===== config.mk =====
export PLATFORM = sky130hd
export DESIGN_NAME = micom_spi_master
export DESIGN_NICKNAME = d
export VERILOG_FILES = /design/src/rtl/micom_spi_master.sv
export SDC_FILE = /design/constraint.sdc
export NUM_CORES = 1
export LEC_CHECK = 0
export CORE_UTILIZATION = 58
export CTS_BUF_LIST = sky130_fd_sc_hd__clkbuf_8
export DETAILED_ROUTE_END_ITERATION = 10
export HOLD_SLACK_MARGIN = 0.05
export PLACE_DENSITY = 0.83
export SYNTH_ARGS = -nofsm -noshare
export SYNTH_HDL_FRONTEND = slang
export SYNTH_SLANG_ARGS = --single-unit
export TNS_END_PERCENT = 50

===== constraint.sdc =====
create_clock -name clk -period 2.3 [get_ports clk]
set_input_delay 0.345 -clock clk [delete_from_list [all_inputs] [get_ports clk]]
set_output_delay 0.345 -clock clk [all_outputs]
set_load 0.03 [all_outputs]

===== src/rtl/micom_spi_master.sv =====
// micom_spi_master: SPI mode-0 frame initiator for a micom_connect-style slave.
// One frame is one spi_cs_n-low window carrying len bytes (opcode first).
// Bytes arrive on a tx valid/ready handshake and leave on an rx valid pulse.
// Optional build macro MICOM_SPI_ACK_CHECK_EN: the byte received in the opcode
// slot is compared with 8'hA5 and a mismatch sets the sticky ack_error flag.
// CS_SETUP and CS_HOLD are expected to be at least 1; BYTE_GAP may be 0.
module micom_spi_master #(
    parameter int CLK_DIV  = 4,
    parameter int CS_SETUP = 2,
    parameter int CS_HOLD  = 2,
    parameter int BYTE_GAP = 2,
    parameter int LEN_W    = 16
) (
    input  logic             clk,
    input  logic             reset,
    input  logic             start,
    input  logic [LEN_W-1:0] len,
    output logic             busy,
    input  logic [7:0]       tx_data,
    input  logic             tx_valid,
    output logic             tx_ready,
    output logic [7:0]       rx_data,
    output logic             rx_valid,
    output logic             done,
    output logic             spi_cs_n,
    output logic             spi_clk,
    output logic             spi_mosi,
    input  logic             spi_miso,
    output logic             ack_error
);

    localparam int CNT_W    = 16;
    localparam int GAP_LOAD = (BYTE_GAP > 0) ? BYTE_GAP - 1 : 0;

    typedef enum logic [2:0] {
        IDLE, SETUP, LOAD, BIT_LO, BIT_HI, GAP, HOLD, FIN
    } state_t;

    state_t           state_reg, state_next;
    logic [CNT_W-1:0] cnt_reg, cnt_next;
    logic [2:0]       bit_reg, bit_next;
    logic [LEN_W-1:0] bytes_reg, bytes_next;
    logic [7:0]       tx_shift_reg, tx_shift_next;
    logic [7:0]       rx_shift_reg, rx_shift_next;
    logic [7:0]       rx_data_reg, rx_data_next;
    logic             cs_n_reg, cs_n_next;
    logic             sclk_reg, sclk_next;
    logic             mosi_reg, mosi_next;
    logic             busy_reg, busy_next;
    logic             done_reg, done_next;
    logic             rx_valid_reg, rx_valid_next;
    logic             accept;
    logic             byte_end;

    // A frame starts only from IDLE with a non-zero length; a byte ends on the
    // last cycle of the eighth high phase.
    assign accept   = (state_reg == IDLE) && start && (len != '0);
    assign byte_end = (state_reg == BIT_HI) && (cnt_reg == '0) && (bit_reg == 3'd7);

    // Next-state and next-output logic for the frame sequencer.
    always_comb begin
        state_next    = state_reg;
        cnt_next      = cnt_reg;
        bit_next      = bit_reg;
        bytes_next    = bytes_reg;
        tx_shift_next = tx_shift_reg;
        rx_shift_next = rx_shift_reg;
        rx_data_next  = rx_data_reg;
        cs_n_next     = cs_n_reg;
        sclk_next     = sclk_reg;
        mosi_next     = mosi_reg;
        busy_next     = busy_reg;
        done_next     = 1'b0;
        rx_valid_next = 1'b0;
        tx_ready      = 1'b0;

        if (cnt_reg != '0) begin
            cnt_next = cnt_reg - 1'b1;
        end

        case (state_reg)
            IDLE: begin
                if (start) begin
                    if (len != '0) begin
                        state_next = SETUP;
                        cs_n_next  = 1'b0;
                        busy_next  = 1'b1;
                        bytes_next = len;
                        cnt_next   = CNT_W'(CS_SETUP - 1);
                    end else begin
                        // Empty frame: report completion without touching CS.
                        state_next = FIN;
                        done_next  = 1'b1;
                    end
                end
            end
            SETUP: begin
                if (cnt_reg == '0) begin
                    state_next = LOAD;
                end
            end
            LOAD: begin
                // Stalls here with spi_clk low for as long as the host needs.
                if (tx_valid) begin
                    tx_ready      = 1'b1;
                    tx_shift_next = tx_data;
                    mosi_next     = tx_data[7];
                    bytes_next    = bytes_reg - 1'b1;
                    bit_next      = 3'd0;
                    cnt_next      = CNT_W'(CLK_DIV - 1);
                    state_next    = BIT_LO;
                end
            end
            BIT_LO: begin
                if (cnt_reg == '0) begin
                    sclk_next  = 1'b1;
                    cnt_next   = CNT_W'(CLK_DIV - 1);
                    state_next = BIT_HI;
                end
            end
            BIT_HI: begin
                // Capture miso on the first cycle of the high phase.
                if (cnt_reg == CNT_W'(CLK_DIV - 1)) begin
                    rx_shift_next = {rx_shift_reg[6:0], spi_miso};
                end
                if (cnt_reg == '0) begin
                    sclk_next = 1'b0;
                    cnt_next  = CNT_W'(CLK_DIV - 1);
                    if (bit_reg != 3'd7) begin
                        // mosi moves on the same edge that drops spi_clk.
                        bit_next      = bit_reg + 3'd1;
                        tx_shift_next = {tx_shift_reg[6:0], 1'b0};
                        mosi_next     = tx_shift_reg[6];
                        state_next    = BIT_LO;
                    end else begin
                        rx_valid_next = 1'b1;
                        rx_data_next  = rx_shift_reg;
                        if (bytes_reg != '0) begin
                            if (BYTE_GAP == 0) begin
                                state_next = LOAD;
                            end else begin
                                cnt_next   = CNT_W'(GAP_LOAD);
                                state_next = GAP;
                            end
                        end else begin
                            cnt_next   = CNT_W'(CS_HOLD - 1);
                            state_next = HOLD;
                        end
                    end
                end
            end
            GAP: begin
                if (cnt_reg == '0) begin
                    state_next = LOAD;
                end
            end
            HOLD: begin
                if (cnt_reg == '0) begin
                    cs_n_next  = 1'b1;
                    done_next  = 1'b1;
                    mosi_next  = 1'b0;
                    state_next = FIN;
                end
            end
            FIN: begin
                // busy drops one cycle after the done pulse.
                busy_next  = 1'b0;
                state_next = IDLE;
            end
            default: begin
                state_next = IDLE;
            end
        endcase
    end

    // State and datapath registers; reset aborts any frame in progress.
    always_ff @(posedge clk) begin
        if (reset) begin
            state_reg    <= IDLE;
            cnt_reg      <= '0;
            bit_reg      <= 3'd0;
            bytes_reg    <= '0;
            tx_shift_reg <= 8'h00;
            rx_shift_reg <= 8'h00;
            rx_data_reg  <= 8'h00;
            cs_n_reg     <= 1'b1;
            sclk_reg     <= 1'b0;
            mosi_reg     <= 1'b0;
            busy_reg     <= 1'b0;
            done_reg     <= 1'b0;
            rx_valid_reg <= 1'b0;
        end else begin
            state_reg    <= state_next;
            cnt_reg      <= cnt_next;
            bit_reg      <= bit_next;
            bytes_reg    <= bytes_next;
            tx_shift_reg <= tx_shift_next;
            rx_shift_reg <= rx_shift_next;
            rx_data_reg  <= rx_data_next;
            cs_n_reg     <= cs_n_next;
            sclk_reg     <= sclk_next;
            mosi_reg     <= mosi_next;
            busy_reg     <= busy_next;
            done_reg     <= done_next;
            rx_valid_reg <= rx_valid_next;
        end
    end

    assign busy     = busy_reg;
    assign done     = done_reg;
    assign rx_valid = rx_valid_reg;
    assign rx_data  = rx_data_reg;
    assign spi_cs_n = cs_n_reg;
    assign spi_clk  = sclk_reg;
    assign spi_mosi = mosi_reg;

`ifdef MICOM_SPI_ACK_CHECK_EN
    logic first_reg;
    logic ack_err_reg;

    // Track the opcode slot and latch a bad slave acknowledge until reset.
    always_ff @(posedge clk) begin
        if (reset) begin
            first_reg   <= 1'b0;
            ack_err_reg <= 1'b0;
        end else begin
            if (accept) begin
                first_reg <= 1'b1;
            end else if (byte_end) begin
                first_reg <= 1'b0;
                if (first_reg && (rx_shift_reg != 8'hA5)) begin
                    ack_err_reg <= 1'b1;
                end
            end
        end
    end

    assign ack_error = ack_err_reg;
`else
    logic unused_ok;
    assign unused_ok = accept & byte_end;
    assign ack_error = 1'b0;
`endif

endmodule


* After elaboration in Yosys (flattened, before gate mapping) *
Index checks and enable logic that the tools add are counted.

storage, ports and cells
  bits of input ports = 29
  flip-flop bits (word level) = 67
  output and inout port bits = 16
  logic and storage cells = 108

operators by class
  bitwise gates (word level) = 3
  equal/unequal tests = 17
  add/sub/neg operators = 3
  multiplexer cells = 50
  reductions and logical operators = 22

operators by type and width
  cell                                                                  count
  16-bit two-way mux                                                    9
  16-bit case mux with 4 select lines                                   1
  16-bit nonzero test                                                   3
  3-bit two-way mux                                                     11
  16-bit case mux with 2 select lines                                   1
  16-bit by 1-bit subtractor with 16-bit output, second input constant  2
  7-bit two-way mux                                                     3
  3-bit case mux with 7 select lines                                    1
  16-bit by 2-bit == test with 1-bit output, second input constant      1
  16-bit zero test                                                      1
  1-bit two-way mux                                                     15
  7-bit case mux with 2 select lines                                    1
  3-bit == test, second input constant                                  4
  4-bit AND reduction                                                   3
  2-bit nonzero test                                                    5
  3-bit AND reduction                                                   3
  2-bit by 1-bit != test with 1-bit output, second input constant       4
  2-bit != test, second input constant                                  4
  1-bit case mux with 2 select lines                                    4
  3-bit by 2-bit == test with 1-bit output, second input constant       2
  3-bit case mux with 2 select lines                                    1
  6-bit AND reduction                                                   1
  5-bit AND reduction                                                   1
  2-bit two-way mux                                                     2
  other kinds (10)                                                      12

* Depth between registers and ports, before layout *
Gate-level depths: netlist of run 1.

  depth after elaboration = 5
  mapped depth = 10

* Least setup slack after synthesis of run 1 *
No wires, ideal clock.

  kind = reg-to-reg
  start point = register cnt_reg[2]
  end point = register cnt_reg[0]
  buffers on the path = 0
  arrival = 1,963 ps
  stages on the path, launching flop included = 9
  clock period less this slack = 2,082 ps
  setup slack = 218 ps
  data required time = 2,181 ps
  cells stage by stage = dfxtp_1 or4_1 nor2_1 nand4_1 ha_1 o21ai_0 a21oi_1 o21ai_0 a21oi_1

on the way
  longest elaborated chain between the ends = 5
  elaborated cells between the ends (all ways) = 9
  those cells by class = 7 x mux; 2 x reduce/logical

RTL lines
  item                                   RTL line  source
  from (decl)                            40        logic [CNT_W-1:0] cnt_reg, cnt_next;
  from (signal assigned)                 194       cnt_reg <= cnt_next;
  16-bit nonzero test                    77        if (cnt_reg != '0) begin
  16-bit two-way mux                     77
  16-bit two-way mux                     84        if (len != '0) begin
  16-bit two-way mux                     83        if (start) begin
  16-bit case mux with 4 select lines *  81        case (state_reg)

Every way passes the cells marked *; elsewhere a longest branch is shown, timed or not.
A chain may end at the register's enable or synchronous reset.

* Worst setup path after layout of run 1 *
Same ends and word-level chain as after synthesis.

==> key figures, run 1 <==
Run status
  – Status: completed

Worst setup path
  – Critical path type: reg -> reg
  – CP top delay family: simple AND/OR/NAND/NOR gates
  – Worst R2R Path Depth: 8
  – Worst setup path startpoint: cnt_reg[2]
  – R2R setup slack: 50 ps
  – Crit path launch type: flop
  – Levels on crit path: 8
  – Crit-path cells: or4_1 -> nor2_2 -> nand4_1 -> ha_4 -> o21ai_0 -> a21oi_1 -> o21ai_0 -> a21oi_1
  – Worst r2r src: cnt_reg[2]
  – Worst Path Arrival: 2490 ps
  – Req. time, crit path: 2540 ps
  – Worst path buffer plus inverter count: 0
  – Critical Path Max Stage Delay: 580 ps
  – Critical Path Sink Type: flop
  – RR Endpoint: cnt_reg[0]
  – CP max FO: 5
  – Worst Setup EP: cnt_reg[0]
  – Worst path slowest cell: or4_1

STA
  – Final setup viols: 0
  – Tcrit/Tclk final: 97.9%
  – Worst-Margin Slew: 622 ps
  – Hold_ws: 451 ps
  – Final Hold Fails: 0
  – Fmax: 0.444 GHz
  – Period minus WS final: 2250 ps
  – Setup TNS after final layout: 0 ps
  – Max-slew violations: 0
  – Clk_skew: 13.7 ps
  – Worst relative slew slack: 58.4%
  – Setup WS post-layout: 49.1 ps

Drt
  – Initial DRC Count: 184
  – Vias per cell: 6.14
  – Antenna-violating nets left: 0
  – Post-Route WL: 9.15 mm
  – Initial DRT Pass Iterations: 4
  – Vias: 3,498
  – DRC viols: 0
  – Routed length per instance: 16.0 um

Cells and area
  – P&R area growth vs syn: 23.5%
  – Fin util: 75.0%
  – N_diodes: 0
  – Cell Count, Final, Fillers Out: 570
  – Filler Cell Count: 472
  – Layout cells sized above 1: 14.1%
  – NumNets Final: 526
  – Commonest non-fill, non-tap cell in the layout: dfxtp_1
  – Commonest cells after routing, fill and taps aside: dfxtp_1 (67), nor2_1 (47), nand2_1 (44), a21oi_1 (44), clkdlybuf4s50_1 (41)

Placed design
  – Setup Slack @ Placement: 84.4 ps
  – Dpl cells: 552
  – Input/output buffers: 43
  – GPL Wtd Cong: 0.933
  – HPWL Detailed: 6.27 mm

Worst hold path
  – Hold wc startpoint: rx_data[4]
  – Hold WC Path Type: reg -> reg

Pwr
  – Leakage: 1.69 nW
  – Cell Pwr Density: 1360 nW/um^2
  – Peak VDD IR: 1090 uV

Floorplanning
  – Initial Util: 60.7%
  – IO Pins: 45
  – Row count: 28
  – Vert. Die Dim: 81.0 um
  – Die X: 81.0 um
  – Die area: 6550 um^2
  – CORE AREA: 5960 um^2

Logic synthesis
  – Multiplexer share of the synthesized area: 4.74%
  – FF+latch count, synth: 67
  – Synth Area in Compound Gates: 21.2%
  – Synth async-reset ratio: 0%
  – Ys Warns: 0
  – Synth area leader: dfxtp_1
  – Adder-Cell Fraction of Synth Area: 2.42%
  – Prevailing post-synth register cell: dfxtp_1
  – Synth cell types: 62
  – Cell Area, Synth: 3620 um^2
  – Mean area per synthesized cell: 8.29 um^2
  – EDFF count, synth: 0
  – Synth Instances: 436
  – Largest family of logic cells by synthesized area: simple AND/OR/NAND/NOR gates
  – Syn_nets: 472
  – Post-synth top area share: 37.1%
  – Simple-gate share of the synthesized area: 26.6%
  – Top cells by area, synth: dfxtp_1 (37%), a21oi_1 (6.1%), nor2_1 (5.0%), nand2_1 (4.6%), mux2i_1 (4.4%)
  – Post-Synth XOR/XNOR Area: 3.63%
  – Seq/Total Area, Yosys: 37.1%

Global routing
  – First-pass GRT wire length: 14.7 mm
  – Vias in the first global route: 3,223
  – GR Overflow Total: 0
  – Initial antenna violation count: 0
  – Maximum number of pins on one net before global-route repair: 30
  – GRT Total Usage: 29.4%

CTS
  – Clock slew at reported path FFs: 80 ps
  – CTS buffer count: 9
  – Clock Sinks: 67
  – CTS tree: done
  – Latest clock arrival within the worst-skew pair: 360 ps
  – CTS Buffer Depth: 2
  – Hold_buf cts: 0
  – Clock Root Buffer: clkbuf_8
  – H-tree depth: 3

Job
  – Max-cap violations: 0
## through the flow
step | power [W] | cell area, um^2
floorplan | 0.00393 | 3620
finish | 0.00608 | 4460
global route | 0.00647 | 4460
CTS | 0.00594 | 4430
global placement | 0.00472 | 4200
detailed placement | 0.00481 | 4200
## power by group
part / leakage [nW] / internal, W / switching [W]
clock: 0.106 / 0.000617 / 0.000496
sequential: 0.546 / 0.00141 / 0.000253
combinational: 1.04 / 0.00137 / 0.00194
## cells in the mapped netlist (2+ instances only)
library cell and count:
nor2b_1 3, a311oi_1 3, nor4b_2 3, nand4b_1 3
nand4_1 9, nand2b_1 3, nor4_1 10, dfxtp_1 67
xor2_1 13, nor3_1 10, or3_1 2, inv_1 9
a211oi_1 4, nand3_1 17, nand3b_1 3, clkbuf_1 18
xnor2_1 2, buf_2 6, a22o_1 2, a21oi_1 44
o21a_1 3, a21o_1 7, o31ai_1 2, a32oi_1 2
a31oi_1 8, or2_2 2, nor3_2 3, or4_1 3
ha_1 7, nor2_1 48, mux2i_1 16, and4_1 2
a311oi_2 4, nand2_1 44, nor4_4 2, o21ai_0 26
## layout make-up
type	count	area, um^2	share of cell area [%]
tap	75	93.8	2.10
timing repair buffer	70	626	14.0
clock buffer	9	124	2.77
clock inverter	7	101	2.27
inverter	9	33.8	0.757
sequential	67	1340	30.0
multi-input combinational	333	2140	48.0
## worst min-delay path by stage
stage / end / slack, ps / cells past startpoint
after floorplan: rx_data[7] / 440 / 2
after global placement: rx_data[4] / 440 / 2
after detailed placement: rx_data[4] / 450 / 2
after CTS: rx_data[4] / 460 / 2
after global routing: rx_data[1] / 480 / 2
final: rx_data[4] / 450 / 2
## worst min-delay path, cell delays in order, from the launching register on
cell and delay [ps]:
dfxtp_1 320, nand2_1 50, a21oi_1 50
## layer usage
layer,vias to the layer above,GRT usage (%),wire length (um)
met5,-,0,0
met4,0,13.8,215
met3,23,5.28,655
met2,156,49.3,4390
met1,1620,36.4,3890
li1,1699,-,-
## timing repair
item / in CTS / in global routing
setup buffers: 0 / 2
endpoints found under the setup margin: 0 / 2
gates resized for setup: 0 / 3
## cell families (layout without fill, tap and decap cells)
family | after synthesis | after routing
muxes | 17 | 17
and+or+nand+nor | 176 | 176
buffers and inverters | 36 | 95
DFF | 67 | 67
AOI/OAI and AO/OA | 117 | 117
adders and majority gates | 7 | 7
other | 1 | 1
xor gates and xnor gates | 15 | 15
No activity file was read; power rests on OpenSTA's default activity.
==> run 2: changes to the inputs <==
- GPL_ROUTABILITY_DRIVEN: default -> 0
- SETUP_SLACK_MARGIN: default -> 0.1
==> key figures, run 2 (synthesis results as in run 1) <==
Cells and area
  – Design area: 4460 um^2
  – NumNets Final: 524
  – Commonest cells after routing, fill and taps aside: dfxtp_1 (67), nor2_1 (47), nand2_1 (44), a21oi_1 (44), clkdlybuf4s50_1 (41)
  – Layout cells sized above 1: 14.0%
  – Fin util: 74.9%
  – P&R area growth vs syn: 23.4%
  – Commonest non-fill, non-tap cell in the layout: dfxtp_1
  – N_diodes: 0

Worst setup path
  – R2R setup slack: 210 ps
  – Worst r2r src: cnt_reg[2]
  – Req. time, crit path: 2540 ps
  – Crit-path cells: or4_4 -> nor2_4 -> nand4_1 -> ha_4 -> o21ai_0 -> a21oi_1 -> o21ai_1 -> a21oi_1
  – Worst path slowest cell: or4_4
  – Worst R2R Path Depth: 8
  – Critical Path Max Stage Delay: 580 ps
  – Worst Path Arrival: 2330 ps
  – Critical Path Sink Type: flop
  – Critical path type: reg -> reg
  – Crit path launch type: flop
  – RR Endpoint: cnt_reg[0]
  – CP max FO: 5
  – Worst setup path startpoint: cnt_reg[2]
  – Cell mode on critical path: a21oi_1

CTS
  – CTS Buffer Depth: 2
  – Clock slew at reported path FFs: 80 ps
  – Clock Root Buffer: clkbuf_8
  – Setup repair bufs after CTS: 0
  – Hold_buf cts: 0
  – CTS buffer count: 9
  – CTS tree: done
  – H-tree depth: 3
  – Latest clock arrival within the worst-skew pair: 360 ps
  – Clock Sinks: 67

STA
  – Final Hold Fails: 0
  – Worst relative slew slack: 60.1%
  – Final setup viols: 0
  – RSZ-0062 raised after global routing: false
  – Tcrit/Tclk final: 90.8%
  – Period minus WS final: 2090 ps
  – Clk_skew: 14.9 ps
  – Setup TNS after final layout: 0 ps
  – Max-slew violations: 0
  – Fmax: 0.479 GHz
  – Worst-Margin Slew: 597 ps

Pwr
  – Peak VDD IR: 1130 uV
  – Cell Pwr Density: 1360 nW/um^2
  – Clock share of power: 18.3%
  – Combinational power share: 54.1%
  – Leakage: 1.69 nW
  – Pwr Total: 0.00605 W
  – Internal: 0.00339 W
  – Net Switching: 0.00267 W
  – Flop pwr share: 27.6%
  – Switch share: 44.1%

Floorplanning
  – Die X: 81.0 um
  – Row count: 28
  – Vert. Die Dim: 81.0 um
  – CORE AREA: 5960 um^2
  – IO Pins: 45
  – Die area: 6550 um^2
  – Initial Util: 60.7%

Placed design
  – Input/output buffers: 43
  – HPWL Detailed: 6.27 mm
  – Placed Area: 4200 um^2

Global routing
  – Maximum number of pins on one net before global-route repair: 30
  – Initial antenna violation count: 0
  – First-pass GRT wire length: 14.7 mm
  – Vias in the first global route: 3,223
  – GRT Total Usage: 29.4%
  – GR Overflow Total: 0

Worst hold path
  – Hold wc startpoint: rx_data[4]
  – Worst Hold Path EP: rx_data[4]
  – Hold WC Path Type: reg -> reg
  – Hold depth: 2

Drt
  – Post-Route WL: 9.09 mm
  – DRC viols: 0
  – Antenna-violating nets left: 0
  – Initial DRT Pass Iterations: 5
  – Routed length per instance: 16.0 um
  – Initial DRC Count: 208
  – Vias per cell: 6.14
  – Vias: 3,487

Run status
  – Status: completed

Job
  – Max-cap violations: 0
-- run 2: cell count changes in the layout (fill, tap and decap cells not counted), sizes merged --
cell and change:
buf -2
-- run 2: routing by layer --
layer	share of wire (%)	track usage [%]	vias up
li1	-	-	1694
met1	42	36.4	1622
met2	48	49.3	153
met3	7.5	5.28	18
met4	2.1	13.8	0
met5	0	0	-
-- run 2: critical path: cells and delay by family, from the launching register on --
| kind | cells | cell delay (ps) |
|---|---|---|
| adders and majority gates | 1 | 280 |
| AOI/OAI and AO/OA | 4 | 450 |
| and+or+nand+nor | 3 | 890 |
| DFF | 1 | 370 |
-- run 2: power by group through the flow --
stage                     Clock (W)  Combinational (W)  Sequential, W
after floorplan                   0            0.00228        0.00165
after global placement            0            0.00306        0.00166
after detailed placement          0            0.00313        0.00168
after CTS                   0.00113            0.00317        0.00165
after global routing        0.00116            0.00360        0.00170
final                       0.00111            0.00327        0.00167
-- run 2: metrics by stage --
stage          setup WS [ps]  instances  hold WS (ps)
3_5_place_dp            84.4        552           445
3_3_place_gp             188        552           440
5_1_grt                 60.6        568           480
6_report                 211        568           451
4_1_cts                  110        568           455
2_1_floorplan            218        436           436
-- run 2: repair_timing --
action                                  4_1_cts  5_1_grt
gates resized for setup                       1        6
endpoints found under the hold margin         0        0
pin swaps                                     0        1
endpoints found under the setup margin        1        8
-- run 2: layout make-up --
cell class,count,area (um^2)
repair buffers,68,614
well taps,75,93.8
fillers,472,1490
inverters,9,33.8
clock buffers,9,124
multi-input cells,333,2150
flip-flops and latches,67,1340
clock inverters,7,101
-- run 2: worst max-delay path by stage --
stage	slack, ps	endpoint
CTS	110	cnt_reg[0]
finish	210	cnt_reg[0]
global route	60	cnt_reg[0]
detailed placement	80	cnt_reg[0]
global placement	190	cnt_reg[0]
floorplan	220	cnt_reg[0]
